**src/rtl/wash_pkg.sv**
```systemverilog
// wash_pkg: motor command codes, bridge FSM states and default timing shared by the wash motor path
package wash_pkg;
  typedef enum logic [1:0] {MOT_STOP = 2'b00, MOT_FWD = 2'b01, MOT_REV = 2'b10, MOT_BAD = 2'b11} mot_e;
  typedef enum logic [1:0] {IDLE = 2'd0, RUN = 2'd1, DEAD = 2'd2} state_e;
  localparam int DEAD_CYC_DEF      = 400;
  localparam int PWM_BITS_DEF      = 4;
  localparam int RAMP_STEP_CYC_DEF = 800;
endpackage

```
**src/rtl/motor_bridge_drv_pwm_gen.sv**
```systemverilog
// pwm_gen: free-running PWM counter with compare against duty
// ports: clk, rst_n (async active-low); clr holds the counter at 0;
//        duty 0..2^PWM_BITS; pwm = (pwm_cnt < duty), constant 1 at full duty
module pwm_gen
  import wash_pkg::*;
#(
  parameter int PWM_BITS = PWM_BITS_DEF
) (
  input  logic              clk,
  input  logic              rst_n,
  input  logic              clr,
  input  logic [PWM_BITS:0] duty,
  output logic              pwm
);
  logic [PWM_BITS-1:0] pwm_cnt;
  always_ff @(posedge clk or negedge rst_n)
    if (!rst_n) pwm_cnt <= '0;
    else pwm_cnt <= clr ? '0 : pwm_cnt + 1'b1;
  assign pwm = {1'b0, pwm_cnt} < duty;
endmodule

```
**src/rtl/motor_bridge_drv.sv**
```systemverilog
// motor_bridge_drv: motor command to H-bridge gate enables with dead time and soft-start ramp
// ports: clk, rst_n (async active-low); motor 00 stop / 01 fwd / 10 rev / 11 illegal;
//        hs_a/ls_a/hs_b/ls_b gate enables; running in RUN; ramp_done at full duty;
//        fault sticky on an illegal command, cleared only by rst_n
module motor_bridge_drv
  import wash_pkg::*;
#(
  parameter int DEAD_CYC      = DEAD_CYC_DEF,
  parameter int PWM_BITS      = PWM_BITS_DEF,
  parameter int RAMP_STEP_CYC = RAMP_STEP_CYC_DEF
) (
  input  logic       clk,
  input  logic       rst_n,
  input  logic [1:0] motor,
  output logic       hs_a,
  output logic       ls_a,
  output logic       hs_b,
  output logic       ls_b,
  output logic       running,
  output logic       ramp_done,
  output logic       fault
);
  localparam int DW = $clog2(DEAD_CYC);
  localparam int RW = $clog2(RAMP_STEP_CYC);
  localparam logic [DW-1:0] DEAD_LAST = DW'(DEAD_CYC - 1);
  localparam logic [RW-1:0] RAMP_LAST = RW'(RAMP_STEP_CYC - 1);
  localparam logic [PWM_BITS:0] FULL = {1'b1, {PWM_BITS{1'b0}}};
  state_e state, state_nx;
  mot_e cmd;
  logic rev, rev_nx, enter, pwm, run;
  logic [DW-1:0] dead_cnt;
  logic [RW-1:0] ramp_cnt;
  logic [PWM_BITS:0] duty;
  // an illegal code is treated as stop everywhere in the FSM
  assign cmd = (motor == MOT_BAD) ? MOT_STOP : mot_e'(motor);
  assign enter = (state != RUN) && (state_nx == RUN);
  always_ff @(posedge clk or negedge rst_n)
    if (!rst_n) begin
      state <= IDLE;
      rev   <= 1'b0;
    end else begin
      state <= state_nx;
      rev   <= rev_nx;
    end
  // DEAD always runs to completion; only the command at its last cycle matters
  always_comb begin
    state_nx = state;
    rev_nx   = rev;
    case (state)
      IDLE: if (cmd != MOT_STOP) begin
        state_nx = RUN;
        rev_nx   = cmd == MOT_REV;
      end
      RUN: if (cmd != (rev ? MOT_REV : MOT_FWD)) state_nx = DEAD;
      DEAD: if (dead_cnt == DEAD_LAST) begin
        state_nx = (cmd == MOT_STOP) ? IDLE : RUN;
        rev_nx   = cmd == MOT_REV;
      end
      default: state_nx = IDLE;
    endcase
  end
  always_ff @(posedge clk or negedge rst_n)
    if (!rst_n) begin
      dead_cnt <= '0;
      ramp_cnt <= '0;
      duty     <= '0;
      fault    <= 1'b0;
    end else begin
      dead_cnt <= (state == DEAD && state_nx == DEAD) ? dead_cnt + 1'b1 : '0;
      fault    <= fault | (motor == MOT_BAD);
      if (enter || state_nx != RUN) begin
        duty     <= {{PWM_BITS{1'b0}}, enter};
        ramp_cnt <= '0;
      end else if (duty != FULL) begin
        ramp_cnt <= (ramp_cnt == RAMP_LAST) ? '0 : ramp_cnt + 1'b1;
        if (ramp_cnt == RAMP_LAST) duty <= duty + 1'b1;
      end
    end
  pwm_gen #(.PWM_BITS(PWM_BITS)) u_pwm (
    .clk  (clk),
    .rst_n(rst_n),
    .clr  (state != RUN),
    .duty (duty),
    .pwm  (pwm)
  );
  // gates decode only from flops, so they carry no combinational path from motor
  always_comb begin
    run       = state == RUN;
    hs_a      = run & ~rev & pwm;
    ls_b      = run & ~rev;
    ls_a      = run & rev;
    hs_b      = run & rev & pwm;
    running   = run;
    ramp_done = run && duty == FULL;
  end
endmodule

```
**config.mk**
```make
export PLATFORM = sky130hd
export DESIGN_NAME = motor_bridge_drv
export DESIGN_NICKNAME = d
export VERILOG_FILES = /design/src/rtl/wash_pkg.sv /design/src/rtl/motor_bridge_drv_pwm_gen.sv /design/src/rtl/motor_bridge_drv.sv
export SDC_FILE = /design/constraint.sdc
export NUM_CORES = 1
export LEC_CHECK = 0
export ABC_AREA = 1
export CAP_MARGIN = 25
export CORE_MARGIN = 2
export CORE_UTILIZATION = 59
export DETAILED_ROUTE_END_ITERATION = 8
export PLACE_DENSITY_LB_ADDON = 0.05
export SYNTH_ARGS = -nofsm -noshare
export SYNTH_HDL_FRONTEND = slang
export SYNTH_SLANG_ARGS = --single-unit
```
**constraint.sdc**
```tcl
create_clock -name clk -period 2 [get_ports clk]
set_clock_uncertainty 0.15 [all_clocks]
set_input_delay 0.2 -clock clk [delete_from_list [all_inputs] [get_ports clk]]
set_output_delay 0.2 -clock clk [all_outputs]
set_load 0.05 [all_outputs]
```
[Word level (Yosys, flattened, before mapping)]
Cells that the tools add are included.
Cells by class
  add/subtract/negate cells: 4
  order comparisons: 1
  equal/unequal tests: 15
  mux-type cells: 18
  bitwise operators: 6
  reductions and logical operators: 12
Operator list (count)
  two-way mux 10 bit: 3
  two-way mux 5 bit: 3
  adder 10 x 1 -> 10 bit (second input constant): 1
  equality test 10 bit (second input constant): 1
  two-way mux 2 bit: 5
  adder 9 x 1 -> 9 bit (second input constant): 1
  equality test 9 bit (second input constant): 1
  two-way mux 9 bit: 1
  equality test 2 bit (second input constant): 4
  nonzero test 2 bit: 4
  case mux 2 bit (3 select lines): 1
  adder 5 x 1 -> 5 bit (second input constant): 1
  equality test 5 bit (second input constant): 1
  less-than comparator 4 x 5 -> 1 bit: 1
  != test 5 bit (second input constant): 1
  adder 4 x 1 -> 4 bit (second input constant): 1
  bitwise AND 1 bit: 4
  equality test 2 x 1 -> 1 bit (second input constant): 2
  logical NOT 2 bit: 2
  two-way mux 4 bit: 1
  != test 2 x 1 -> 1 bit (second input constant): 2
  != test 2 bit (second input constant): 2
  logical AND 1 bit: 3
  two-way mux 1 bit: 3
  7 further kinds: 7
Word-level totals
  flip-flop bits (word level): 32
  input bits: 4
  output and inout bits: 7
  word-level logic and storage cells: 63

[Longest topological paths before layout]
  depth in word-level cells: 11
  gate-level depth with buffers: 11
  mapped depth without buffers: 11

[By module]
From an unflattened synthesis, not the netlist that was laid out.
Second synthesis, totals
  cells, all modules: 254
  area, all modules: 1920.6 µm²
By module, submodules not included
  motor_bridge_drv: times used 1, cells each 216, area an instance 1652.8 µm², sequential area each 700.7 µm²
  pwm_gen: times used 1, cells each 38, area an instance 267.8 µm², sequential area each 100.1 µm²

[Least setup slack after synthesis]
No wires, ideal clock.
  kind: register to output
  from: reg state[1]
  to: out hs_a
  arrival: 2480 ps
  data required time: 1650 ps
  slack: -830 ps
  stages on the path, launching flop included: 6
  path buffers: 0
  cells stage by stage: dfrtp_1 > nor2_4 > inv_1 > nor2_1 > inv_1 > nor2_1
On the way
  word-level cells in the longest chain between the ends: 3
Ends and longest elaborated chain
  start: declaration: RTL line motor_bridge_drv.sv:28  | state_e state, state_nx;
  start signal: assignment: RTL line motor_bridge_drv.sv:42  | state <= state_nx;
  equality test 2 x 1 -> 1 bit: RTL line motor_bridge_drv.sv:88  | run = state == RUN;
  via running: RTL line motor_bridge_drv.sv:19  | output logic running,
  bitwise AND 1 bit
  via ls_b: RTL line motor_bridge_drv.sv:18  | output logic ls_b,
  bitwise AND 1 bit: RTL line motor_bridge_drv.sv:89  | hs_a = run & ~rev & pwm;
  end: declaration: RTL line motor_bridge_drv.sv:15  | output logic hs_a,
The timed path passes the listed nets, and every way through them passes these cells.

[Worst setup path in the final report]
  from: reg u_pwm.pwm_cnt[3]
  to: out hs_b
On the way
  word-level cells in the longest chain between the ends: 2
Ends and longest elaborated chain
  start: declaration: RTL line motor_bridge_drv_pwm_gen.sv:15  | logic [PWM_BITS-1:0] pwm_cnt;
  start signal: assignment: RTL line motor_bridge_drv_pwm_gen.sv:18  | else pwm_cnt <= clr ? '0 : pwm_cnt + 1'b1;
  less-than comparator 4 x 5 -> 1 bit: RTL line motor_bridge_drv_pwm_gen.sv:19  | assign pwm = {1'b0, pwm_cnt} < duty;
  bitwise AND 1 bit: RTL line motor_bridge_drv.sv:92  | hs_b = run & rev & pwm;
  end: declaration: RTL line motor_bridge_drv.sv:17  | output logic hs_b,
No other way between the ends.

==> flow_metrics.py <==
metrics = {
    "finish": {
        "area_growth_pct": 28.0,
        "layout_common_cells": "nand2_1, inv_1, dfrtp_1",
        "stdcell_count": 316,
        "fin_nets": 286,
        "diodes": 0,
        "drive_above_1_share_pct": 21.0,
        "layout_commonest_cell": "nand2_1",
    },
    "outcome": {
        "status": "finished, violations left",
        "violations": "negative setup slack",
    },
    "synth": {
        "synth-seq-cells": 32,
        "synth_nets": 254,
        "syn_inst": 239,
        "synth_cell_types": 25,
        "ys_seq_area_share_pct": 43.0,
        "synth_area_leaders": "dfrtp_1, nand2_1, inv_1, nor2_1, ha_1",
        "syn_area_per_cell_sq_um": 7.79,
        "yosys_warnings": 0,
        "syn_area_sq_um": 1860,
        "yosys.area.top_type": "dfrtp_1",
        "synth_top_area_share_pct": 43.0,
    },
    "timing": {
        "max_freq_mhz": 465,
        "min_period_ns": 2.15,
        "tightest_slew_ns": 0.485,
        "rsz0062_at_grt": "true",
        "finalCritPeriodShare_pct": 108,
        "finalWorstSetupSlack_ns": -0.151,
        "finalSetupViolCount": 2,
        "final_hold_viol_count": 0,
        "relSlewSlack_pct": 67.6,
        "holdWs_ns": 0.0980,
        "drv_slew": 0,
    },
    "place": {
        "dp.final_hpwl_microns": 2680,
        "port_buffers": 10,
        "dp.cells": 301,
        "gp_congestion": 0.815,
    },
    "clocking": {
        "cts_htree_levels": 2,
        "clkSinkCount": 32,
        "tritoncts": "yes",
        "worstSkewPairLatency_ns": 0.35,
        "cts_buffers": 5,
        "root_buffer": "clkbuf_4",
        "cts_max_path_buffers": 2,
        "cts.clk_slew.worst_paths_ns": 0.11,
        "ctsHoldBuffers": 0,
    },
    "critical_path": {
        "startpoint_type": "flip-flop",
        "slowest_stage": "dfrtp_1",
        "critPathMaxFanout": 2,
        "ff2ff_path_depth": 7,
        "regToRegSetupSlack_ns": 0.16,
        "crit_chain": "ha_4, inv_2, nor2_4, nand3_2, o221ai_4, nor2_4, buf_12",
        "worstReg2RegEnd": "duty[2]",
        "r2r_start": "ramp_cnt[1]",
        "cp.arrival_ns": 1.80,
        "worst_setup_path_end_kind": "output port",
        "required_ns": 1.65,
        "path_common_cell": "nor2_4",
        "crit_path_max_incr_delay_ns": 0.43,
        "crit_type": "reg2out",
        "startpoint": "u_pwm.pwm_cnt[3]",
    },
    "drt": {
        "ant_nets": 0,
        "via_count": 1608,
        "firstDrtPassIters": 4,
        "wl_per_cell_microns": 12.9,
        "via_per_inst": 5.09,
        "drtIter0Drc": 67,
        "drc": 0,
        "routed_wl_microns": 4070,
    },
    "global_route": {
        "grt_pass1_vias": 1496,
        "overflow": 0,
        "antenna_found_initial": 0,
        "grt_max_degree": 33,
        "grt_pass1_wl_microns": 6690,
        "track_usage_pct": 25.4,
    },
    "floorplan": {
        "die_h_microns": 60.2,
        "die_width_microns": 60.2,
        "io_pins": 11,
        "rows": 20,
        "initial_core_util_pct": 61.5,
        "core_area_sq_um": 3030,
        "die_area_sq_um": 3620,
    },
    "power_and_ir_drop": {
        "power_density_nw_per_um2": 527,
        "finalPower_mw": 1.26,
        "p_sw_share_pct": 21.0,
        "p_switching_mw": 0.263,
        "p_leak_nw": 1.13,
        "intPower_mw": 0.992,
        "p_clk_share_pct": 45.1,
        "ir_worst_vdd_mv": 0.465,
        "pwr-share-comb_pct": 3.2,
        "power_frac_seq_pct": 51.7,
    },
    "min_path": {
        "hold_class": "in2async",
    },
    "run": {
        "max_cap_viol_count": 0,
    },
}
-- timing repair --
item / in CTS / in global routing
pin swaps: 5 / 5
gates resized for setup: 10 / 5
endpoints found under the setup margin: 3 / 4
setup buffers: 4 / 4
-- worst max-delay path, delay by kind of cell, from the launching register on --
kind	cells	cell delay, ns
adders and majority gates	1	0.28
AOI/OAI and AO/OA	1	0.27
and+or+nand+nor	3	0.29
DFF	1	0.43
buffers and inverters	2	0.19
-- power groups by stage --
stage	clock [mW]	combinational (mW)	sequential (mW)
after floorplan	0	0.0145	0.662
after global placement	0	0.0395	0.662
after detailed placement	0	0.0407	0.662
after CTS	0.575	0.0407	0.649
after global routing	0.601	0.0457	0.649
final	0.567	0.0397	0.649
-- worst max-delay path by stage --
stage	end	slack, ns	cells past startpoint
global placement	ramp_cnt[5]	0.04	8
floorplan	hs_b	0.00001	6
finish	hs_b	-0.15	7
CTS	hs_b	-0.10	8
global route	hs_a	-0.21	7
detailed placement	ramp_cnt[9]	-0.02	10
-- sequential cells by signal, summed over array words and instances, names as in the netlist --
register       flops
dead_cnt           9
duty               5
fault              1
ramp_cnt          10
rev                1
state              2
u_pwm.pwm_cnt      4
-- Yosys cell counts, drive strengths merged --
cell and instances:
dfrtp 32, nor2 39, a21oi 6, buf 1, nor3b 1, ha 11
xnor2 4, xor2 3, o21ai 9, nand2 60, or2 1, nor3 4
o221ai 1, inv 39, nand3 20, nand4 7, o211ai 1
-- cell type report --
type                            count  area (sq um)
Multi-Input combinational cell    167          1000
Clock buffer                        7          65.1
Tap cell                           44          55.1
Sequential cell                    32           801
Inverter                           39           149
Timing Repair Buffer               26           280
Clock inverter                      1          30.0
Fill cell                         201           646
-- stage by stage --
stage	worst slack (ns)	instance area (sq um)	setup TNS, ns	util [%]
after floorplan	0.0000115	1890	0	-
after global placement	0.0373	2170	0	71.5
after detailed placement	-0.0228	2170	-0.0627	71.5
after CTS	-0.101	2330	-0.203	76.9
after global routing	-0.213	2380	-0.441	78.7
final	-0.151	2380	-0.301	78.7
-- cells by family (layout without fill, tap and decap cells) --
kind of cell,Yosys count,count (layout),synth area share [%]
adders and majority gates,11,11,7.39
and+or+nand+nor,132,132,32.7
DFF,32,32,43.0
xor gates and xnor gates,7,7,3.29
AOI/OAI and AO/OA,17,17,5.11
buffers and inverters,40,73,8.47
-- layer usage --
layer / vias up / track usage, % / share of wire, %
met3: 9 / 7.14 / 2.4
met1: 762 / 31.9 / 46
li1: 818 / - / -
met4: 0 / 10.5 / 1.8
met5: - / 0 / 0
met2: 19 / 41.0 / 50
Power figures use the tool's default switching activity.
